`src/rtl/pueo_trig_pkg.sv`:
```
// Shared types and constants for the PUEO/SURF trigger path.
package pueo_trig_pkg;

    localparam int NSAMP     = 8;
    localparam int MF_INBITS = 16;
    localparam int TS_BITS   = 32;
    localparam int ADDR_BITS = 3;

    typedef logic signed [NSAMP-1:0][MF_INBITS-1:0] mf_vec_t;

    typedef struct packed {
        logic [ADDR_BITS-1:0] addr;
        logic [TS_BITS-1:0]   ts;
    } trig_rec_t;

endpackage

```
`src/rtl/mf_threshold_trigger_if.sv`:
```
// Trigger-record valid/ready channel between the threshold trigger and its consumer.
interface mf_threshold_trigger_if #(
    parameter int TSBITS = pueo_trig_pkg::TS_BITS
);
    logic                                 trig_valid;
    logic                                 trig_ready;
    logic [pueo_trig_pkg::ADDR_BITS-1:0]  trig_addr;
    logic [TSBITS-1:0]                    trig_ts;

    modport master (output trig_valid, output trig_addr, output trig_ts, input  trig_ready);
    modport slave  (input  trig_valid, input  trig_addr, input  trig_ts, output trig_ready);
endinterface

```
`src/rtl/prio_enc8.sv`:
```
// Combinational 8-to-3 priority encoder; the lowest set index wins.
module prio_enc8 (
    input  logic [7:0] req_i,
    output logic       any_o,
    output logic [2:0] addr_o
);

    // lowest-index request selects the address
    always_comb begin
        any_o = |req_i;
        casez (req_i)
            8'b???????1: addr_o = 3'd0;
            8'b??????10: addr_o = 3'd1;
            8'b?????100: addr_o = 3'd2;
            8'b????1000: addr_o = 3'd3;
            8'b???10000: addr_o = 3'd4;
            8'b??100000: addr_o = 3'd5;
            8'b?1000000: addr_o = 3'd6;
            8'b10000000: addr_o = 3'd7;
            default:     addr_o = 3'd0;
        endcase
    end

endmodule

```
`src/rtl/mf_threshold_trigger.sv`:
```
// Magnitude threshold trigger on matched-filter samples: abs/compare pipeline,
// holdoff, single-entry timestamped record output and a gated trigger-rate scaler.
module mf_threshold_trigger
    import pueo_trig_pkg::*;
#(
    parameter int INBITS      = MF_INBITS,
    parameter int TSBITS      = 32,
    parameter int HOLDBITS    = 8,
    parameter int SCALER_LOG2 = 20
) (
    input  logic                                clk_i,
    input  logic                                rst_ni,
    input  logic signed [NSAMP-1:0][INBITS-1:0] dat_i,
    input  logic [INBITS-2:0]                   thresh_i,
    input  logic [HOLDBITS-1:0]                 holdoff_i,
    mf_threshold_trigger_if.master              trig,
    output logic [7:0]                          drop_cnt_o,
    output logic [15:0]                         scaler_o,
    output logic                                scaler_valid_o
);

    localparam int MAGBITS = INBITS - 1;
    localparam logic [HOLDBITS-1:0]    HOLD_ZERO = {HOLDBITS{1'b0}};
    localparam logic [HOLDBITS-1:0]    HOLD_ONE  = {{(HOLDBITS-1){1'b0}}, 1'b1};
    localparam logic [SCALER_LOG2-1:0] GATE_LAST = {SCALER_LOG2{1'b1}};
    localparam logic [SCALER_LOG2-1:0] GATE_ONE  = {{(SCALER_LOG2-1){1'b0}}, 1'b1};
    localparam logic [TSBITS-1:0]      TS_ONE    = {{(TSBITS-1){1'b0}}, 1'b1};

    // Only the most negative code overflows on negation; it clamps to full scale.
    function automatic logic [MAGBITS-1:0] abs_sat(input logic [INBITS-1:0] x);
        logic [INBITS-1:0] neg;
        neg = ~x + {{(INBITS-1){1'b0}}, 1'b1};
        if (!x[INBITS-1])       abs_sat = x[MAGBITS-1:0];
        else if (neg[INBITS-1]) abs_sat = {MAGBITS{1'b1}};
        else                    abs_sat = neg[MAGBITS-1:0];
    endfunction

    logic [TSBITS-1:0]              ts_q, ts_d;
    logic [NSAMP-1:0][MAGBITS-1:0]  s1_mag_q, s1_mag_d;
    logic [TSBITS-1:0]              s1_ts_q, s2_ts_q, s3_ts_q;
    logic [NSAMP-1:0]               s2_hit_q, s2_hit_d;
    logic                           enc_any_s, s3_any_q;
    logic [2:0]                     enc_addr_s, s3_addr_q;
    logic                           fire_s;
    logic [HOLDBITS-1:0]            hold_q, hold_d;
    logic                           valid_q, valid_d;
    logic [2:0]                     addr_q, addr_d;
    logic [TSBITS-1:0]              rts_q, rts_d;
    logic [7:0]                     drop_q, drop_d;
    logic [SCALER_LOG2-1:0]         gate_q, gate_d;
    logic [15:0]                    cnt_q, cnt_d, cnt_inc_s, scaler_q, scaler_d;
    logic                           sv_q, sv_d;

    // timestamp increment, magnitude and threshold compare
    always_comb begin
        ts_d = ts_q + TS_ONE;
        for (int k = 0; k < NSAMP; k++) begin
            s1_mag_d[k] = abs_sat(dat_i[k]);
            s2_hit_d[k] = (s1_mag_q[k] > thresh_i);
        end
    end

    prio_enc8 u_prio_enc8 (
        .req_i  (s2_hit_q),
        .any_o  (enc_any_s),
        .addr_o (enc_addr_s)
    );

    // pipeline registers; the timestamp travels with its data
    always_ff @(posedge clk_i or negedge rst_ni) begin
        if (!rst_ni) begin
            ts_q      <= '0;
            s1_mag_q  <= '0;
            s1_ts_q   <= '0;
            s2_hit_q  <= '0;
            s2_ts_q   <= '0;
            s3_any_q  <= 1'b0;
            s3_addr_q <= 3'd0;
            s3_ts_q   <= '0;
        end else begin
            ts_q      <= ts_d;
            s1_mag_q  <= s1_mag_d;
            s1_ts_q   <= ts_q;
            s2_hit_q  <= s2_hit_d;
            s2_ts_q   <= s1_ts_q;
            s3_any_q  <= enc_any_s;
            s3_addr_q <= enc_addr_s;
            s3_ts_q   <= s2_ts_q;
        end
    end

    assign fire_s = s3_any_q && (hold_q == HOLD_ZERO);

    // holdoff, single-entry output register and drop counting
    always_comb begin
        valid_d = valid_q;
        addr_d  = addr_q;
        rts_d   = rts_q;
        drop_d  = drop_q;
        if (fire_s) begin
            hold_d = holdoff_i;
        end else if (hold_q != HOLD_ZERO) begin
            hold_d = hold_q - HOLD_ONE;
        end else begin
            hold_d = hold_q;
        end
        if (fire_s && (!valid_q || trig.trig_ready)) begin
            valid_d = 1'b1;
            addr_d  = s3_addr_q;
            rts_d   = s3_ts_q;
        end else if (fire_s) begin
            if (drop_q != 8'hFF) drop_d = drop_q + 8'd1;
            else                 drop_d = drop_q;
        end else if (trig.trig_ready) begin
            valid_d = 1'b0;
        end else begin
            valid_d = valid_q;
        end
    end

    // scaler gate: a fire on the last gate cycle still lands in this gate's count
    always_comb begin
        gate_d = gate_q + GATE_ONE;
        if (fire_s && (cnt_q != 16'hFFFF)) cnt_inc_s = cnt_q + 16'd1;
        else                               cnt_inc_s = cnt_q;
        if (gate_q == GATE_LAST) begin
            scaler_d = cnt_inc_s;
            sv_d     = 1'b1;
            cnt_d    = 16'd0;
        end else begin
            scaler_d = scaler_q;
            sv_d     = 1'b0;
            cnt_d    = cnt_inc_s;
        end
    end

    // control state registers
    always_ff @(posedge clk_i or negedge rst_ni) begin
        if (!rst_ni) begin
            hold_q   <= '0;
            valid_q  <= 1'b0;
            addr_q   <= 3'd0;
            rts_q    <= '0;
            drop_q   <= 8'd0;
            gate_q   <= '0;
            cnt_q    <= 16'd0;
            scaler_q <= 16'd0;
            sv_q     <= 1'b0;
        end else begin
            hold_q   <= hold_d;
            valid_q  <= valid_d;
            addr_q   <= addr_d;
            rts_q    <= rts_d;
            drop_q   <= drop_d;
            gate_q   <= gate_d;
            cnt_q    <= cnt_d;
            scaler_q <= scaler_d;
            sv_q     <= sv_d;
        end
    end

    assign trig.trig_valid = valid_q;
    assign trig.trig_addr  = addr_q;
    assign trig.trig_ts    = rts_q;
    assign drop_cnt_o      = drop_q;
    assign scaler_o        = scaler_q;
    assign scaler_valid_o  = sv_q;

endmodule

```
`src/flat_wrapper.sv`:
```
// flat-port wrapper written by rule: the top's interface ports become plain ports
module mf_threshold_trigger_flat import pueo_trig_pkg::*;
#(
    parameter int INBITS      = MF_INBITS,
    parameter int TSBITS      = 32,
    parameter int HOLDBITS    = 8,
    parameter int SCALER_LOG2 = 20
)
  (clk_i, rst_ni, dat_i, thresh_i, holdoff_i, drop_cnt_o, scaler_o, scaler_valid_o, trig_trig_valid, trig_trig_addr, trig_trig_ts, trig_trig_ready);
  mf_threshold_trigger_if #(.TSBITS(TSBITS)) trig_i ();
  input  logic clk_i;
  input  logic rst_ni;
  input  logic signed [NSAMP-1:0][INBITS-1:0] dat_i;
  input  logic [INBITS-2:0] thresh_i;
  input  logic [HOLDBITS-1:0] holdoff_i;
  output logic [7:0] drop_cnt_o;
  output logic [15:0] scaler_o;
  output logic scaler_valid_o;
  output wire logic [$bits(trig_i.trig_valid)-1:0] trig_trig_valid;
  output wire logic [$bits(trig_i.trig_addr)-1:0] trig_trig_addr;
  output wire logic [$bits(trig_i.trig_ts)-1:0] trig_trig_ts;
  input wire logic [$bits(trig_i.trig_ready)-1:0] trig_trig_ready;
  assign trig_trig_valid = trig_i.trig_valid;
  assign trig_trig_addr = trig_i.trig_addr;
  assign trig_trig_ts = trig_i.trig_ts;
  assign trig_i.trig_ready = trig_trig_ready;
  mf_threshold_trigger #(.INBITS(INBITS), .TSBITS(TSBITS), .HOLDBITS(HOLDBITS), .SCALER_LOG2(SCALER_LOG2)) u_core (.clk_i(clk_i), .rst_ni(rst_ni), .dat_i(dat_i), .thresh_i(thresh_i), .holdoff_i(holdoff_i), .trig(trig_i), .drop_cnt_o(drop_cnt_o), .scaler_o(scaler_o), .scaler_valid_o(scaler_valid_o));
endmodule
```
`config.mk`:
```
export PLATFORM = sky130hd
export DESIGN_NAME = mf_threshold_trigger_flat
export DESIGN_NICKNAME = d
export VERILOG_FILES = /design/src/rtl/pueo_trig_pkg.sv /design/src/rtl/mf_threshold_trigger_if.sv /design/src/rtl/prio_enc8.sv /design/src/rtl/mf_threshold_trigger.sv /design/src/flat_wrapper.sv
export SDC_FILE = /design/constraint.sdc
export NUM_CORES = 1
export LEC_CHECK = 0
export CAP_MARGIN = 20
export CORE_MARGIN = 2
export CORE_UTILIZATION = 50
export CTS_CLUSTER_SIZE = 16
export DETAILED_ROUTE_END_ITERATION = 10
export PLACE_DENSITY = 0.79
export SYNTH_ARGS = -nofsm -noshare
export SYNTH_HDL_FRONTEND = slang
export SYNTH_HIERARCHICAL = 1
export SYNTH_SLANG_ARGS = --single-unit
```
`constraint.sdc`:
```
create_clock -name clk_i -period 2.2 [get_ports clk_i]
set_clock_uncertainty 0.1 [all_clocks]
set_input_delay 0.66 -clock clk_i [delete_from_list [all_inputs] [get_ports clk_i]]
set_output_delay 0.66 -clock clk_i [all_outputs]
set_load 0.02 [all_outputs]
```
After elaboration in Yosys (flattened, before gate mapping)
Cells that the tools add are included.

Reduce and logical (&&, ||, !) cells: 12. Order comparisons: 8. Add/subtract/negate cells: 13. Bitwise gates (word level): 9. Equality and inequality tests: 11. Muxes and demuxes: 25.

Operators by type and width (count): two-way mux 15 bit (16); adder 16 x 1 -> 16 bit, second input constant (9); NOT 16 bit (8); greater-than comparator 15 bit (8); adder 32 x 1 -> 32 bit, second input constant (1); two-way mux 16 bit (2); case mux 3 bit (7 select lines) (1); adder 20 x 1 -> 20 bit, second input constant (1); == test 20 bit, second input constant (1); two-way mux 8 bit (2); inequality test 16 bit, second input constant (1); adder 8 x 1 -> 8 bit, second input constant (1); == test 8 bit, second input constant (1); logical NOT 8 bit (1); inequality test 8 bit, second input constant (1); nonzero test 8 bit (1); OR reduction 8 bit (1); subtractor 8 x 1 -> 8 bit, second input constant (1); == test 7 bit, second input constant (1); == test 6 bit, second input constant (1); == test 5 bit, second input constant (1); == test 4 bit, second input constant (1); two-way mux 1 bit (4); nonzero test 2 bit (2); other kinds (9) (11).

Bits of input ports: 154. Logic and storage cells: 102. Register bits after elaboration: 365.

Logic depth before layout (Yosys ltp)
Depth in word-level cells: 5. Depth in mapped cells: 8.

Hierarchy
The synthesis kept the hierarchy.

Modules (own cells, without submodules): mf_threshold_trigger (instances 1, area each 17128.9 sq um, sequential area each 9133.8 sq um, cells each 1543); prio_enc8 (instances 1, area each 81.3 sq um, sequential area each 0.0 sq um, cells each 13).

Worst setup path before layout
Ideal clock, no wire load.

Path kind: input port to flip-flop. Start: in dat_i[32] (netlist name). End: reg u_core/s1_mag_q[44] (netlist name). Required time: 1959 ps. Slack: -410 ps. Arrival time: 2369 ps. Cell stages on the path: 7. Buffers on the path: 0. Cell sequence: inv_1 -> ha_1 -> or4b_4 -> or3_4 -> or4b_1 -> a21oi_1 -> a31oi_1.

RTL lines: start, declared (RTL line flat_wrapper.sv:13) `input logic signed [NSAMP-1:0][INBITS-1:0] dat_i;`; end signal, assigned (RTL line mf_threshold_trigger.sv:82) `s1_mag_q <= s1_mag_d;`; end, declared (RTL line mf_threshold_trigger.sv:39) `logic [NSAMP-1:0][MAGBITS-1:0] s1_mag_q, s1_mag_d;`.

==> results.py <==
metrics = {
    "setup_path": {
        "path_cells": "buf_2 > or3_4 > or4_4 > buf_6 > buf_4 > o31ai_4 > xor2_1 > nand2_1",
        "worstPathRequired_ns": 2.50,
        "cpMaxStageDelayCell": "or4_4",
        "path_max_fanout": 2,
        "cp-start-kind": "input pin",
        "worst_setup_path_startpoint": "dat_i[101]",
        "criticalPathCategory": "input pin to flop",
        "end_kind": "flop",
        "slowest_delay_ns": 0.53,
        "cp.arrival_ns": 2.53,
        "r2r_start": "u_core/hold_q[0]",
    },
    "yosys": {
        "syn_avg_cell_area_sq_um": 11.1,
        "synth_top_cells_by_area": "dfrtp_1 (53%), ha_1 (9.7%), xor2_1 (4.8%)",
        "ys.warnings.count": 6,
        "synth-simple-area-share_pct": 15.4,
        "synthesis.area_sq_um": 17200,
        "synth_ff_type": "dfrtp_1",
        "synth_nets": 1843,
        "ys_async_sr_fraction_pct": 100,
        "synth.top_cell.area_share_pct": 53.1,
        "synth_top_family_by_area": "simple AND/OR/NAND/NOR gates",
        "netlist.top_cell.by_area": "dfrtp_1",
        "synth_compound_area_share_pct": 8.91,
        "synth.mux.area_fraction_pct": 2.78,
        "syn_inst": 1556,
        "synth_edf_count": 0,
        "ys_seq_area_share_pct": 53.1,
        "synth_fa_ha_area_share_pct": 9.67,
        "synth_seq_cells": 365,
        "synth.distinct_cells": 55,
        "synthXorXnorAreaFrac_pct": 7.89,
    },
    "layout": {
        "fin_cells": 2520,
        "final_core_util_pct": 71.1,
        "multi_input_area_sq_um": 8360,
        "nFillCells": 2242,
        "seqCellArea_sq_um": 9130,
        "drive_gt1_share_pct": 24.9,
        "fin_area_sq_um": 24000,
        "nets": 2331,
        "area_growth_pct": 39.3,
    },
    "routing": {
        "drc": 0,
        "highest_layer": "met5",
        "m1WireLength_mm": 18.4,
        "drtPass1Iterations": 5,
        "wl_met3_mm": 2.25,
        "route.met2.wl_mm": 22.8,
        "wire_per_inst_um": 17.8,
        "num_vias": 13775,
        "finalWirelength_mm": 44.9,
        "dr.first_iter.drc_count": 742,
        "ant_nets": 0,
        "vias_per_cell": 5.47,
    },
    "grt": {
        "grt_max_degree": 53,
        "grt_remaining_overflow": 0,
        "grt_pass1_vias": 14455,
        "antenna_found_initial": 2,
        "grt_pass1_wl_mm": 71.4,
        "grt_usage_pct": 24.7,
    },
    "timing": {
        "tightest_slew_ns": 0.447,
        "hold_viol": 0,
        "timing.slew.headroom_pct": 70.2,
        "fin_crit_sh_pct": 101,
        "finalMaxSlewViolations": 0,
        "timing.final.ws_setup_ns": -0.0202,
        "fmax_mhz": 450,
        "period_minus_slack_ns": 2.22,
        "setup_viol": 4,
        "rsz0062_at_grt": "yes",
    },
    "power": {
        "power_density_nw_per_um2": 664,
        "power.total_mw": 15.9,
        "peakVddDrop_v": 0.000481,
        "p_leak_nw": 11.8,
    },
    "status": {
        "violations": "setup timing",
        "status": "finished with violations",
    },
    "place": {
        "routabilityCongestion": 0.909,
        "dp.cells": 2420,
        "placedInstanceArea_sq_um": 22100,
        "pre_cts_slack_ns": -1.06,
        "post-dp-hpwl_mm": 32.0,
        "port_buffers": 214,
    },
    "clock_network": {
        "cts.clk_slew.worst_paths_ns": 0.06,
        "root_buffer": "clkbuf_16",
        "clk_path_buf_depth": 3,
        "cts_tree": "done",
        "clk_latency_ns": 0.52,
        "cts.sinks": 365,
        "h-tree-depth": 2,
        "cts-buffers-inserted": 38,
    },
    "die": {
        "die_y_um": 190,
        "pin_count": 215,
        "start_util_pct": 51.1,
        "die_area_sq_um": 35900,
        "die_width_um": 190,
        "rows": 67,
        "core_area_sq_um": 33700,
    },
    "run": {
        "timing.max_cap.violations": 0,
    },
    "worst_hold_path": {
        "hp-class": "flop to flop",
        "min_from": "u_core/s2_ts_q[24]",
    },
}
sequential cells by signal, summed over array words and instances, names as in the netlist, 3 cells and up:
register / cells
u_core/cnt_q: 16
u_core/drop_cnt_o: 8
u_core/gate_q: 20
u_core/hold_q: 8
u_core/s1_mag_q: 120
u_core/s1_ts_q: 32
u_core/s2_hit_q: 8
u_core/s2_ts_q: 32
u_core/s3_addr_q: 3
u_core/s3_ts_q: 32
u_core/scaler_o: 16
u_core/trig.trig_addr: 3
u_core/trig.trig_ts: 32
u_core/ts_q: 32
cell usage in the layout (no fill, tap or decap), types with 11 or more instances in the layout:
master           synthesis  routed
xor2_1                  94      94
ha_1                   133     124
dlymetal6s2s_1           0      11
dfrtp_1                365     365
clkbuf_16                0      40
nor4_1                  17      12
inv_2                    0      13
nor2b_1                 19      18
buf_12                   0      19
a21o_1                  24      24
dlygate4sd2_1            0      76
o31ai_1                 42      30
nor2_1                  70      68
xnor2_1                 61      61
and3_1                  11      11
clkdlybuf4s50_1          0     106
nand4_1                 52      52
o21ai_0                 60      59
buf_4                    0     239
inv_1                   68      51
or3_4                    1      13
nand3_1                 56      48
a21oi_1                 59      50
nor3_1                  18      15
nand2_1                191     188
mux2_2                  38      38
a31oi_1                 17      16
per-layer routing:
metal  up-vias  global-route usage (%)
met2       448                    43.3
met5         -                       0
li1       6486                       -
met1      6736                    31.2
met4         2                    9.06
met3       103                    3.48
repair_timing:
item,CTS,global route
gates resized for setup,170,76
gates cloned,1,3
endpoints found under the setup margin,165,144
buffers inserted,24,3
endpoints found under the hold margin,42,0
pin swaps,35,41
hold buffers,1,0
worst paths after layout:
path                                           to  slack (ns)  cells after the start
setup / recovery             u_core/s1_mag_q[102]       -0.02                      8
hold reg to reg                u_core/s3_ts_q[24]        0.24                      0
max in group asynchronous    u_core/s1_mag_q[116]        0.74                      3
setup reg to reg           u_core/trig.trig_ts[2]        0.12                      8
min in group asynchronous     u_core/scaler_o[10]        0.57                      2
hold / removal                 u_core/s3_ts_q[24]        0.24                      0
power by group:
part / switching (mW) / leakage (nW) / internal, mW / total [mW]
clock: 2.60 / 0.632 / 4.05 / 6.66
sequential: 0.109 / 4.69 / 6.96 / 7.07
combinational: 1.12 / 6.46 / 1.06 / 2.18
cell usage after synthesis, types with 42 or more instances:
cell and instances:
o31ai_1 42, ha_1 133, dfrtp_1 365, inv_1 68, xnor2_1 61, nor2_1 70
nand2_1 191, o21ai_0 60, nand3_1 56, xor2_1 94, a21oi_1 59, nand4_1 52
through the flow:
step / hold slack, ns / TNS (ns)
floorplan: 0.231 / -2.32
global placement: 0.232 / -75.04
detailed placement: 0.235 / -79.77
CTS: 0.245 / -0.142
global route: 0.248 / -0.154
finish: 0.241 / -0.0520
critical path: cells and delay by family:
family	cells	cell delay, ns
XOR/XNOR	1	0.21
AND/OR/NAND/NOR	3	1.00
AO/OA/AOI/OAI	1	0.25
buffers and inverters	3	0.40
layout make-up:
type	count	share of cell area, %
sequential	365	38.1
multi-input combinational	1088	34.9
timing repair buffer	482	18.0
clock buffer	49	4.31
tap	448	2.34
inverter	69	1.25
clock inverter	17	1.14
antenna	2	0.0209
cell families (layout without fill, tap and decap cells):
family,Yosys count,in the layout
AND/OR/NAND/NOR,515,516
flip-flops,365,365
AO/OA/AOI/OAI,241,241
XOR/XNOR,155,155
adder cells (fa/ha/maj),133,133
buffers and inverters,104,617
multiplexers,43,43
other,0,2
No activity file was read; power rests on OpenSTA's default activity.
